[src/rtl/fadd_seq_pkg.sv]
// Shared constants and types for the byte-serial float32 adder front end.
package fadd_seq_pkg;

    localparam int WORD_W = 32;
    localparam int BYTE_W = 8;
    localparam int NBYTES = WORD_W / BYTE_W;

    typedef enum logic [1:0] {
        LOAD_A,
        LOAD_B,
        EXEC,
        SEND
    } state_e;

    typedef logic [1:0] cnt_t;

    localparam cnt_t CNT_LAST = cnt_t'(NBYTES - 1);

endpackage

[src/rtl/float32_adder.sv]
// Combinational float32 "adder": keeps A's sign/exponent, sums the fractions modulo 2^23.
module float32_adder
    import fadd_seq_pkg::*;
(
    input  logic [WORD_W-1:0] a_i,
    input  logic [WORD_W-1:0] b_i,
    output logic [WORD_W-1:0] sum_o
);

    assign sum_o = {a_i[31:23], a_i[22:0] + b_i[22:0]};

endmodule

[src/rtl/fadd_byte_sequencer.sv]
// Byte-serial front end: loads A and B a byte at a time, fires float32_adder,
// streams the registered result back little-endian, with optional accumulate.
//
// state  | meaning
// LOAD_A | collecting A bytes, or pulling A from the accumulator (idle when count==0)
// LOAD_B | collecting B bytes
// EXEC   | single cycle: capture adder output into result and accumulator
// SEND   | presenting result bytes to the consumer
module fadd_byte_sequencer
    import fadd_seq_pkg::*;
(
    input  logic              clk,
    input  logic              rst_n,
    input  logic [BYTE_W-1:0] in_data,
    input  logic              in_valid,
    output logic              in_ready,
    input  logic              acc_mode,
    input  logic              acc_clr,
    output logic [BYTE_W-1:0] out_data,
    output logic              out_valid,
    input  logic              out_ready,
    output logic              busy
);

    state_e            state_q;
    cnt_t              cnt_q;
    logic [WORD_W-1:0] a_q;
    logic [WORD_W-1:0] b_q;
    logic [WORD_W-1:0] res_q;
    logic [WORD_W-1:0] acc_q;
    logic [WORD_W-1:0] sum;
    logic              acc_take;
    logic              in_xfer;
    logic              out_xfer;

    float32_adder u_adder (
        .a_i   (a_q),
        .b_i   (b_q),
        .sum_o (sum)
    );

    // acc_mode only matters at the very start of a transaction
    assign acc_take  = (state_q == LOAD_A) && (cnt_q == '0) && acc_mode;
    assign in_ready  = ((state_q == LOAD_A) && !acc_take) || (state_q == LOAD_B);
    assign out_valid = (state_q == SEND);
    assign busy      = !((state_q == LOAD_A) && (cnt_q == '0));
    assign out_data  = out_valid ? res_q[BYTE_W*cnt_q +: BYTE_W] : '0;
    assign in_xfer   = in_valid && in_ready;
    assign out_xfer  = out_valid && out_ready;

    always_ff @(posedge clk) begin
        if (!rst_n) begin
            state_q <= LOAD_A;
            cnt_q   <= '0;
            a_q     <= '0;
            b_q     <= '0;
            res_q   <= '0;
            acc_q   <= '0;
        end else begin
            if (acc_clr) begin
                acc_q <= '0;
            end
            case (state_q)
                LOAD_A: begin
                    if (acc_take) begin
                        a_q     <= acc_q;
                        state_q <= LOAD_B;
                    end else if (in_xfer) begin
                        a_q[BYTE_W*cnt_q +: BYTE_W] <= in_data;
                        cnt_q <= cnt_q + 2'd1;
                        if (cnt_q == CNT_LAST) begin
                            state_q <= LOAD_B;
                        end
                    end
                end
                LOAD_B: begin
                    if (in_xfer) begin
                        b_q[BYTE_W*cnt_q +: BYTE_W] <= in_data;
                        cnt_q <= cnt_q + 2'd1;
                        if (cnt_q == CNT_LAST) begin
                            state_q <= EXEC;
                        end
                    end
                end
                EXEC: begin
                    // placed after the clear so a coincident acc_clr loses
                    res_q   <= sum;
                    acc_q   <= sum;
                    state_q <= SEND;
                end
                SEND: begin
                    if (out_xfer) begin
                        cnt_q <= cnt_q + 2'd1;
                        if (cnt_q == CNT_LAST) begin
                            state_q <= LOAD_A;
                        end
                    end
                end
                default: begin
                    state_q <= LOAD_A;
                    cnt_q   <= '0;
                end
            endcase
        end
    end

endmodule

[config.mk]
export PLATFORM = sky130hd
export DESIGN_NAME = fadd_byte_sequencer
export DESIGN_NICKNAME = d
export VERILOG_FILES = /design/src/rtl/fadd_seq_pkg.sv /design/src/rtl/float32_adder.sv /design/src/rtl/fadd_byte_sequencer.sv
export SDC_FILE = /design/constraint.sdc
export NUM_CORES = 1
export LEC_CHECK = 0
export CAP_MARGIN = 20
export CELL_PAD_IN_SITES_DETAIL_PLACEMENT = 0
export CELL_PAD_IN_SITES_GLOBAL_PLACEMENT = 1
export CORE_MARGIN = 3
export CORE_UTILIZATION = 30
export DETAILED_ROUTE_END_ITERATION = 8
export HOLD_SLACK_MARGIN = 0.15
export MAX_ROUTING_LAYER = met4
export PLACE_DENSITY = 0.61
export SLEW_MARGIN = 20
export SYNTH_ARGS = -nofsm -noshare
export SYNTH_HDL_FRONTEND = slang
export SYNTH_HIERARCHICAL = 1
export SYNTH_SLANG_ARGS = --single-unit
[constraint.sdc]
create_clock -name clk -period 2.1 [get_ports clk]
set_input_delay 0.42 -clock clk [delete_from_list [all_inputs] [get_ports clk]]
set_output_delay 0.42 -clock clk [all_outputs]
set_load 0.05 [all_outputs]
==> flow_summary_export.csv <==
group,metric,value,unit
final_layout,filler_cell_count,2024,
final_layout,seq_area,0.002476,sq mm
detailed_routing,wl_per_cell,18.75,um
global_routing,grtUsageTotal,18.74,%
sta,setup_viol,38,
die,start_util,30.96,%
sta,timing.final.ws_setup,-0.3260,ns
logic_synthesis,ys_warn_count,6,
detailed_routing,first_pass_iters,7,
detailed_routing,drt-vias-per-instance,5.169,
global_routing,grt_pass1_wl,31.54,mm
detailed_routing,initialDrtViolationCount,377,
worst_setup_path,endpoint_kind,"flop",
die,die_y,151.4,um
status,status,"complete, but fails checks",
power_and_ir_drop,irDropWorstVdd,0.5018,mV
clock_tree,cts.path.max_buffers,2,
run,cap_violations,0,
clock_tree,cts_sinks,123,
logic_synthesis,synth_cells,741,
worst_setup_path,critical_path_arrival,2.77,ns
logic_synthesis,synth_area,0.006346,sq mm
global_routing,gr-total-overflow,0,
placement,port_buffers,24,
die,ioPinCount,25,
power_and_ir_drop,powerDensity,987.8,mW/mm^2
worst_setup_path,crit_fanout,2,
final_layout,nets,867,
final_layout,multi_input_area,0.003856,sq mm
sta,fmax,0.4122,GHz
logic_synthesis,syn_avg_cell_area,8.564,sq um
final_layout,syn_to_final_growth,34.07,%
sta,grt_setup_unrepaired,"yes",
power_and_ir_drop,leakagePower,3.242,nW
worst_setup_path,worstPathRequired,2.45,ns
die,dieArea,0.02293,sq mm
sta,tightest_slew,0.6903,ns
clock_tree,htreeDepth,4,
sta,fin_hold_ws,0.4490,ns
clock_tree,clkTransAtPathRegs,0.06,ns
detailed_routing,routed_wl,20.67,mm
die,rows,52,
placement,gp_congestion,0.8567,
die,fp.coreArea,0.02049,sq mm
worst_setup_path,critPathLaunchType,"flop",
sta,slew-limit-headroom,53.84,%
global_routing,use_met2,28.45,%
global_routing,grt_pass1_vias,5660,
min_path,hold_class,"flop to flop",
global_routing,met1_usage,24.45,%
clock_tree,cts_buffers,17,
placement,pre_cts_ws,-0.3024,ns
sta,drv_slew,0,
sta,fin_crit,2.426,ns
die,die_x,151.4,um
global_routing,use_met3,4.189,%
final_layout,antenna_cells_inserted,0,
clock_tree,cts_tree,"yes",
detailed_routing,num_vias,5696,
global_routing,grt_max_degree,38,
detailed_routing,drc_errors,0,
clock_tree,worstSkewPairLatency,0.42,ns
sta,hold_viol,0,
final_layout,utilization,41.51,%
placement,place_area,0.007418,sq mm
final_layout,postLayoutCellArea,0.008508,sq mm
status,violations,"negative setup slack",
global_routing,grt.busiest_layer,"met2",
detailed_routing,ant_nets,0,
sta,clock_skew,0.007060,ns
final_layout,layout-drive-gt1-share,29.21,%
placement,place_hpwl,14.30,mm
global_routing,antenna_found_initial,0,
clock_tree,clock-root-buffer,"clkbuf_16",
logic_synthesis,syn_nets,788,
sta,period_share,115.5,%
worst_setup_path,path_class,"flop to flop",
path summary, 6_finish.rpt:
check,cells after the start,startpoint,end,slack [ns]
setup / recovery,12,a_q[0]$_SDFFE_PN0P_,acc_q[16]$_SDFFE_PN0P_,-0.33
hold / removal,2,acc_q[23]$_SDFFE_PN0P_,a_q[23]$_SDFFE_PN0P_,0.45
setup reg to reg,12,a_q[0]$_SDFFE_PN0P_,acc_q[16]$_SDFFE_PN0P_,-0.33
hold reg to reg,2,acc_q[23]$_SDFFE_PN0P_,a_q[23]$_SDFFE_PN0P_,0.45
critical path: stages (launching register included):
cell and delay, ns:
dfxtp_2 0.35, ha_4 0.14, inv_2 0.03, fa_2 0.36
nor2b_4 0.13, o31a_1 0.19, o31a_1 0.25, nor2_2 0.08
o21bai_2 0.19, mux2_4 0.32, o2111ai_2 0.09, nand2_1 0.12
a21oi_2 0.13
report_power, final:
| group | switching (mW) | internal (mW) |
|---|---|---|
| clock network | 1.08 | 1.91 |
| registers | 0.0980 | 2.48 |
| logic | 1.55 | 1.28 |
| total | 2.73 | 5.68 |
final cells by class:
type / instances / area share (%)
Timing Repair Buffer: 122 / 13.93
Clock buffer: 19 / 5.324
Sequential cell: 123 / 29.10
Clock inverter: 12 / 1.721
Tap cell: 270 / 3.971
Inverter: 14 / 0.6324
Multi-Input combinational cell: 542 / 45.32
cell usage in the layout, fill, tap and decap left out, types with 7 or more instances in the layout:
cell and n:
inv_1 10, and3_1 7, dfxtp_2 8, buf_12 13, a221oi_1 8, mux4_2 8, buf_4 82, and2_4 9
dfxtp_1 114, ha_1 24, buf_6 13, o21ai_0 14, clkbuf_16 17, a222oi_1 8, a21oi_2 22, clkdlybuf4s50_1 13
a21oi_1 81, nand2b_1 46, a22oi_1 40, nor2_1 56, nand2_1 102, xnor2_1 10
registers in the layout, summed over array words and instances (netlist names):
| signal | count |
|---|---|
| a_q | 32 |
| acc_q | 32 |
| res_q | 32 |
| b_q | 23 |
| cnt_q | 2 |
| state_q | 2 |
through the flow:
step / setup TNS (ns) / std cells / power [mW]
final: -5.009 / 1102 / 8.404
after global routing: -8.597 / 1102 / 8.764
after CTS: -4.049 / 1097 / 8.322
after detailed placement: -5.609 / 1059 / 5.148
after global placement: -4.519 / 1059 / 5.145
after floorplan: -0.3242 / 741 / 4.100
what timing repair did:
action	in CTS	in global routing
buffers inserted	7	5
setup endpoints to repair	40	43
hold buffers	0	0
pin swaps	22	24
resized for setup	46	47
cloned	1	0
per-layer routing:
metal | vias up | share of wire (%)
li1 | 2754 | -
met1 | 2761 | 47
met2 | 146 | 45
met3 | 35 | 4.8
met4 | 0 | 3.3
met5 | - | 0
Note: power is estimated with default switching activity, not from simulation.
